[src/rtl/alu_operand_sequencer_if.sv]
// Signal bundle between the operand sequencer, the board I/O and the 5-bit ALU.
// master = sequencer side, slave = board/ALU side.
interface alu_operand_sequencer_if;
    logic [4:0] sw;
    logic       btn_enter;
    logic       btn_clear;
    logic [3:0] alu_flags;
    logic [4:0] a;
    logic [4:0] b;
    logic [1:0] alu_control;
    logic [3:0] flags_hold;
    logic       result_valid;
    logic [2:0] state;

    modport master (
        input  sw, btn_enter, btn_clear, alu_flags,
        output a, b, alu_control, flags_hold, result_valid, state
    );

    modport slave (
        output sw, btn_enter, btn_clear, alu_flags,
        input  a, b, alu_control, flags_hold, result_valid, state
    );
endinterface

[src/rtl/alu_operand_sequencer.sv]
// ALU front end: debounces enter/clear buttons and steps through operand A, operand B and
// opcode capture, then freezes the ALU flags while the result is shown.
module alu_operand_sequencer #(
    parameter int unsigned DEBOUNCE_CYCLES = 1_000_000
) (
    input  logic                           clk,
    input  logic                           reset,
    alu_operand_sequencer_if.master        bus
);

    localparam int unsigned CW = $clog2(DEBOUNCE_CYCLES + 1);
    localparam logic [CW-1:0] CNT_MAX = CW'(DEBOUNCE_CYCLES - 1);

    typedef enum logic [2:0] {
        StLoadA  = 3'd0,
        StLoadB  = 3'd1,
        StLoadOp = 3'd2,
        StExec   = 3'd3,
        StShow   = 3'd4
    } state_t;

    // Index 0 = enter, index 1 = clear.
    logic [1:0]    w_btn;
    logic [1:0]    r_sync0;
    logic [1:0]    r_sync1;
    logic [1:0]    r_db;
    logic [1:0]    r_db_d;
    logic [1:0]    r_pulse;
    logic [CW-1:0] r_cnt [2];

    logic          w_enter_p;
    logic          w_clear_p;

    state_t        r_state;
    logic [4:0]    r_a;
    logic [4:0]    r_b;
    logic [1:0]    r_op;
    logic [3:0]    r_flags;
    logic          r_valid;

    assign w_btn     = {bus.btn_clear, bus.btn_enter};
    assign w_enter_p = r_pulse[0];
    assign w_clear_p = r_pulse[1];

    // Synchronize, debounce and edge-detect both buttons.
    always_ff @(posedge clk or posedge reset) begin
        if (reset) begin
            r_sync0 <= '0;
            r_sync1 <= '0;
            r_db    <= '0;
            r_db_d  <= '0;
            r_pulse <= '0;
            for (int i = 0; i < 2; i++) begin
                r_cnt[i] <= '0;
            end
        end else begin
            r_sync0 <= w_btn;
            r_sync1 <= r_sync0;
            r_db_d  <= r_db;
            // Only a released->pressed transition of the accepted level pulses.
            r_pulse <= r_db & ~r_db_d;
            for (int i = 0; i < 2; i++) begin
                if (r_sync1[i] == r_db[i]) begin
                    r_cnt[i] <= '0;
                end else if (r_cnt[i] == CNT_MAX) begin
                    r_db[i]  <= r_sync1[i];
                    r_cnt[i] <= '0;
                end else begin
                    r_cnt[i] <= r_cnt[i] + CW'(1);
                end
            end
        end
    end

    // Capture FSM; clear beats enter, unknown codes fall back to a zeroed LOAD_A.
    always_ff @(posedge clk or posedge reset) begin
        if (reset) begin
            r_state <= StLoadA;
            r_a     <= '0;
            r_b     <= '0;
            r_op    <= '0;
            r_flags <= '0;
            r_valid <= 1'b0;
        end else if (w_clear_p) begin
            r_state <= StLoadA;
            r_a     <= '0;
            r_b     <= '0;
            r_op    <= '0;
            r_flags <= '0;
            r_valid <= 1'b0;
        end else begin
            case (r_state)
                StLoadA: begin
                    if (w_enter_p) begin
                        r_a     <= bus.sw;
                        r_state <= StLoadB;
                    end
                end
                StLoadB: begin
                    if (w_enter_p) begin
                        r_b     <= bus.sw;
                        r_state <= StLoadOp;
                    end
                end
                StLoadOp: begin
                    if (w_enter_p) begin
                        r_op    <= bus.sw[1:0];
                        r_state <= StExec;
                    end
                end
                StExec: begin
                    // Operands have been on the ALU for a full cycle; latch its flags.
                    r_flags <= bus.alu_flags;
                    r_valid <= 1'b1;
                    r_state <= StShow;
                end
                StShow: begin
                    if (w_enter_p) begin
                        r_valid <= 1'b0;
                        r_state <= StLoadA;
                    end
                end
                default: begin
                    r_state <= StLoadA;
                    r_a     <= '0;
                    r_b     <= '0;
                    r_op    <= '0;
                    r_flags <= '0;
                    r_valid <= 1'b0;
                end
            endcase
        end
    end

    assign bus.a            = r_a;
    assign bus.b            = r_b;
    assign bus.alu_control  = r_op;
    assign bus.flags_hold   = r_flags;
    assign bus.result_valid = r_valid;
    assign bus.state        = r_state;

endmodule
[src/flat_wrapper.sv]
// flat-port wrapper written by rule: the top's interface ports become plain ports
module alu_operand_sequencer_flat 
#(
    parameter int unsigned DEBOUNCE_CYCLES = 1_000_000
)
  (clk, reset, bus_sw, bus_btn_enter, bus_btn_clear, bus_alu_flags, bus_a, bus_b, bus_alu_control, bus_flags_hold, bus_result_valid, bus_state);
  alu_operand_sequencer_if bus_i ();
  input  logic clk;
  input  logic reset;
  input wire logic [$bits(bus_i.sw)-1:0] bus_sw;
  input wire logic [$bits(bus_i.btn_enter)-1:0] bus_btn_enter;
  input wire logic [$bits(bus_i.btn_clear)-1:0] bus_btn_clear;
  input wire logic [$bits(bus_i.alu_flags)-1:0] bus_alu_flags;
  output wire logic [$bits(bus_i.a)-1:0] bus_a;
  output wire logic [$bits(bus_i.b)-1:0] bus_b;
  output wire logic [$bits(bus_i.alu_control)-1:0] bus_alu_control;
  output wire logic [$bits(bus_i.flags_hold)-1:0] bus_flags_hold;
  output wire logic [$bits(bus_i.result_valid)-1:0] bus_result_valid;
  output wire logic [$bits(bus_i.state)-1:0] bus_state;
  assign bus_i.sw = bus_sw;
  assign bus_i.btn_enter = bus_btn_enter;
  assign bus_i.btn_clear = bus_btn_clear;
  assign bus_i.alu_flags = bus_alu_flags;
  assign bus_a = bus_i.a;
  assign bus_b = bus_i.b;
  assign bus_alu_control = bus_i.alu_control;
  assign bus_flags_hold = bus_i.flags_hold;
  assign bus_result_valid = bus_i.result_valid;
  assign bus_state = bus_i.state;
  alu_operand_sequencer #(.DEBOUNCE_CYCLES(DEBOUNCE_CYCLES)) u_core (.clk(clk), .reset(reset), .bus(bus_i));
endmodule
[config.mk]
export PLATFORM = sky130hd
export DESIGN_NAME = alu_operand_sequencer_flat
export DESIGN_NICKNAME = d
export VERILOG_FILES = /design/src/rtl/alu_operand_sequencer_if.sv /design/src/rtl/alu_operand_sequencer.sv /design/src/flat_wrapper.sv
export SDC_FILE = /design/constraint.sdc
export NUM_CORES = 1
export LEC_CHECK = 0
export CAP_MARGIN = 20
export CORE_AREA = 2 2 128 93
export CTS_BUF_LIST = sky130_fd_sc_hd__clkbuf_4
export DETAILED_ROUTE_END_ITERATION = 8
export DIE_AREA = 0 0 130 95
export PLACE_DENSITY_LB_ADDON = 0.12
export SLEW_MARGIN = 20
export SYNTH_ARGS = -nofsm -noshare
export SYNTH_HDL_FRONTEND = slang
export SYNTH_SLANG_ARGS = --single-unit
[constraint.sdc]
create_clock -name clk -period 2.47 [get_ports clk]
set_clock_uncertainty 0.1 [all_clocks]
set_input_delay 0.494 -clock clk [delete_from_list [all_inputs] [get_ports clk]]
set_output_delay 0.494 -clock clk [all_outputs]
set_load 0.01 [all_outputs]
==> reports/results.ini <==
[sta]
worst_slew_margin_rel_pct=56.0
achievable-frequency_ghz=0.439
finalSetupViolations=0
final_min_period_over_clock_period_pct=92.2
final-hold-violation-count=0
setup_total_negative_slack_ns=0
timing_max_transition_violations_final=0
rsz0062_at_grt=no
period_needed_ns=2.28
final_worst_setup_slack_ns=0.192
transition_time_at_the_pin_with_the_least_slew_margin_ns=0.655

[clock_network]
clk_root_buffer_cell=sky130_fd_sc_hd__clkbuf_4
cts_made_buffers=9
cts-resized-gates=0
cts_buffer_depth=2
cts_setup_buffers=0
tritoncts=yes
ctsHtreeMaxLevel=3
worst_skew_pair.late_latency_ns=0.40
clkSinkCount=70
path_clk_slew_ns=0.11
post_cts_hold_buffer_count=0

[synthesis]
post_synth_instance_area_um2=3270
cells_after_synth=340
yosys_most_used_dff=sky130_fd_sc_hd__dfrtp_1
syn-num-nets=355
yosysUniqueCellTypes=38
synth.yosys.warnings=0
synth_edf_count=0
ys_ff_latch=70
average_cell_area_after_synthesis_um2=9.62
ys_async_sr_fraction_pct=100
synth-seq-area-share_pct=53.6

[setup_path]
critPathLaunchType=register
timing.rr.start=u_core.r_cnt[0]$_DFF_PP0_
critical_path_max_stage_delay_ns=0.65
worst-r2r-setup-slack_ns=0.23
critical_path_depth=1
critical_path_peak_fanout=16
worstRegToRegCells=5
data_required_time_at_the_worst_endpoint_ns=1.88
worst_r2r_endpoint=u_core.r_cnt[18]$_DFF_PP0_
crit_buf_inv=1
critPathKind=reg2out
sort_of_element_at_the_end_of_the_critical_path=output port
cp-startpoint=u_core.bus.state[2]$_DFFE_PP0P_
timing.critical_path.cells=clkdlybuf4s50_1
worst_path_max_delay_cell=sky130_fd_sc_hd__clkdlybuf4s50_1
worst_setup_path_endpoint=bus_state[2]
critical-path-top-delay-family=buffers and inverters
arrival_ns=1.68

[global_route]
groute.layer.met1.usage_pct=17.3
antenna_found_initial=0
grt_pass1_vias=2443
largest_net_degree_at_the_start_of_global_routing=60
groute.usage.overall_pct=12.5
use_met3_pct=4.31
globalRouteOverflowTotal=0
grt_first_pass_wirelength_mm=11.8
met2_usage_pct=18.2
gr-max-usage-layer=met2

[power_and_ir_drop]
power.density_nw_per_um2=474
peakVddDrop_v=0.000284
leakagePower_nw=1.60

[finish]
post_route_cells_drive_above_1_share_pct=8.38
mostFrequentLayoutCells=sky130_fd_sc_hd__dfrtp_1 (70), sky130_fd_sc_hd__nor2_1 (41), sky130_fd_sc_hd__clkdlybuf4s50_1 (32)
antenna_diode_count=0
finalCoreUtilization_pct=34.7
multi_input_area_um2=1390
final_cell_count_no_fill=539
finalNetCount=393
area_growth_pct=19.6
layout.cells.most_common=sky130_fd_sc_hd__dfrtp_1
num-fill-cells=1194
seq_area_um2=1750
fin_area_um2=3910

[detailed_routing]
vias=2515
viasPerCell=4.67
drt_wl_total_mm=7.03
avgRoutedWirePerCell_um=13.0
drc=0
starting_drt_drc_count=127
detail_route.first_pass.iterations=4
final_antenna_net_count=0

[placement]
place.port_buffers=32
routabilityCongestion=0.724
cell_count_after_placement=524
hpwl_mm=4.86
place_ws_ns=0.242
placement.cell_area_um2=3810

[floorplan]
dieWidth_um=130
initial_standard_cell_utilization_of_the_core_pct=29.0
fp-row-count=33
io_pins=33
full_die_area_um2=12400
core_um2=11300
die_height_um=95

[hold_path]
worstHoldPathType=in2async

[status]
run_status=complete, no violations

[run]
max_cap_viol_count=0

==> kinds of logic after synthesis <==
logic type	Yosys count	synth area share (%)
xor gates and xnor gates	25	6.70
buffers and inverters	35	4.17
DFF	70	53.6
AOI/OAI and AO/OA	51	9.07
and+or+nand+nor	147	22.6
muxes	9	2.83
adders and majority gates	3	1.07
==> cell usage after synthesis, types with 2 or more instances <==
master                     count  area [µm²]
sky130_fd_sc_hd__o31ai_1       4        30.0
sky130_fd_sc_hd__clkbuf_1      8        30.0
sky130_fd_sc_hd__nand2b_1      3        18.8
sky130_fd_sc_hd__nand4_1       7        43.8
sky130_fd_sc_hd__mux2_2        2        22.5
sky130_fd_sc_hd__or3_2         3        22.5
sky130_fd_sc_hd__buf_2         4        20.0
sky130_fd_sc_hd__and3_1        2        12.5
sky130_fd_sc_hd__a21oi_1      24         120
sky130_fd_sc_hd__a22oi_1       3        22.5
sky130_fd_sc_hd__nand3_1      24         120
sky130_fd_sc_hd__dfrtp_1      70        1750
sky130_fd_sc_hd__mux2i_1       7        70.1
sky130_fd_sc_hd__xor2_1        8        70.1
sky130_fd_sc_hd__or3_1         4        25.0
sky130_fd_sc_hd__or4_1         8        60.1
sky130_fd_sc_hd__nor3_1       11        55.1
sky130_fd_sc_hd__nor2b_1       2        12.5
sky130_fd_sc_hd__nor4_1        6        37.5
sky130_fd_sc_hd__ha_1          2        25.0
sky130_fd_sc_hd__o21ai_0      10        50.1
sky130_fd_sc_hd__a21o_1        7        52.6
sky130_fd_sc_hd__nand2_1      28         105
sky130_fd_sc_hd__nor2_1       41         154
sky130_fd_sc_hd__xnor2_1      17         149
sky130_fd_sc_hd__inv_1        23        86.3
==> power by group <==
part | switching [mW] | total, mW | internal [mW]
sequential | 0.0101 | 1.17 | 1.16
clock | 0.378 | 0.607 | 0.229
combinational | 0.0477 | 0.0812 | 0.0335
total | 0.436 | 1.85 | 1.42
==> stage by stage <==
| stage | hold WS (ns) | total power, mW |
|---|---|---|
| 3_3_place_gp | 0.236 | 1.27 |
| 5_1_grt | 0.234 | 1.96 |
| 4_1_cts | 0.193 | 1.91 |
| 3_5_place_dp | 0.251 | 1.27 |
| 2_1_floorplan | 0.231 | 1.23 |
| 6_report | 0.229 | 1.85 |
==> layout make-up <==
class,count,share of cell area [%]
flip-flops and latches,70,44.8
multi-input cells,235,35.5
repair buffers,39,9.86
well taps,157,5.03
clock buffers,12,2.30
inverters,23,2.21
clock inverters,3,0.320
==> per-layer routing <==
metal	wire length, µm	vias up
met5	0	-
met4	38	0
met3	360	2
met2	2860	52
met1	3770	1216
li1	-	1245
==> state kept, by name (all words and copies together), names as in the netlist <==
name	count
u_core.bus.result_valid	1
u_core.r_db	2
u_core.r_cnt	40
u_core.bus.flags_hold	4
u_core.bus.state	3
u_core.r_pulse	2
u_core.bus.b	5
u_core.r_sync0	2
u_core.bus.alu_control	2
u_core.bus.a	5
u_core.r_db_d	2
u_core.r_sync1	2
==> worst min-delay path by stage <==
| stage | start | end | slack (ns) | depth (start not counted) |
|---|---|---|---|---|
| finish | reset | u_core.r_cnt[12]$_DFF_PP0_ | 0.23 | 2 |
| global route | reset | u_core.r_cnt[2]$_DFF_PP0_ | 0.23 | 2 |
| CTS | reset | u_core.r_cnt[12]$_DFF_PP0_ | 0.19 | 2 |
| detailed placement | u_core.r_sync0[1]$_DFF_PP0_ | u_core.r_sync1[1]$_DFF_PP0_ | 0.25 | 0 |
| global placement | u_core.r_sync0[0]$_DFF_PP0_ | u_core.r_sync1[0]$_DFF_PP0_ | 0.24 | 0 |
| floorplan | u_core.r_sync0[0]$_DFF_PP0_ | u_core.r_sync1[0]$_DFF_PP0_ | 0.23 | 0 |
No activity file was read; power rests on OpenSTA's default activity.
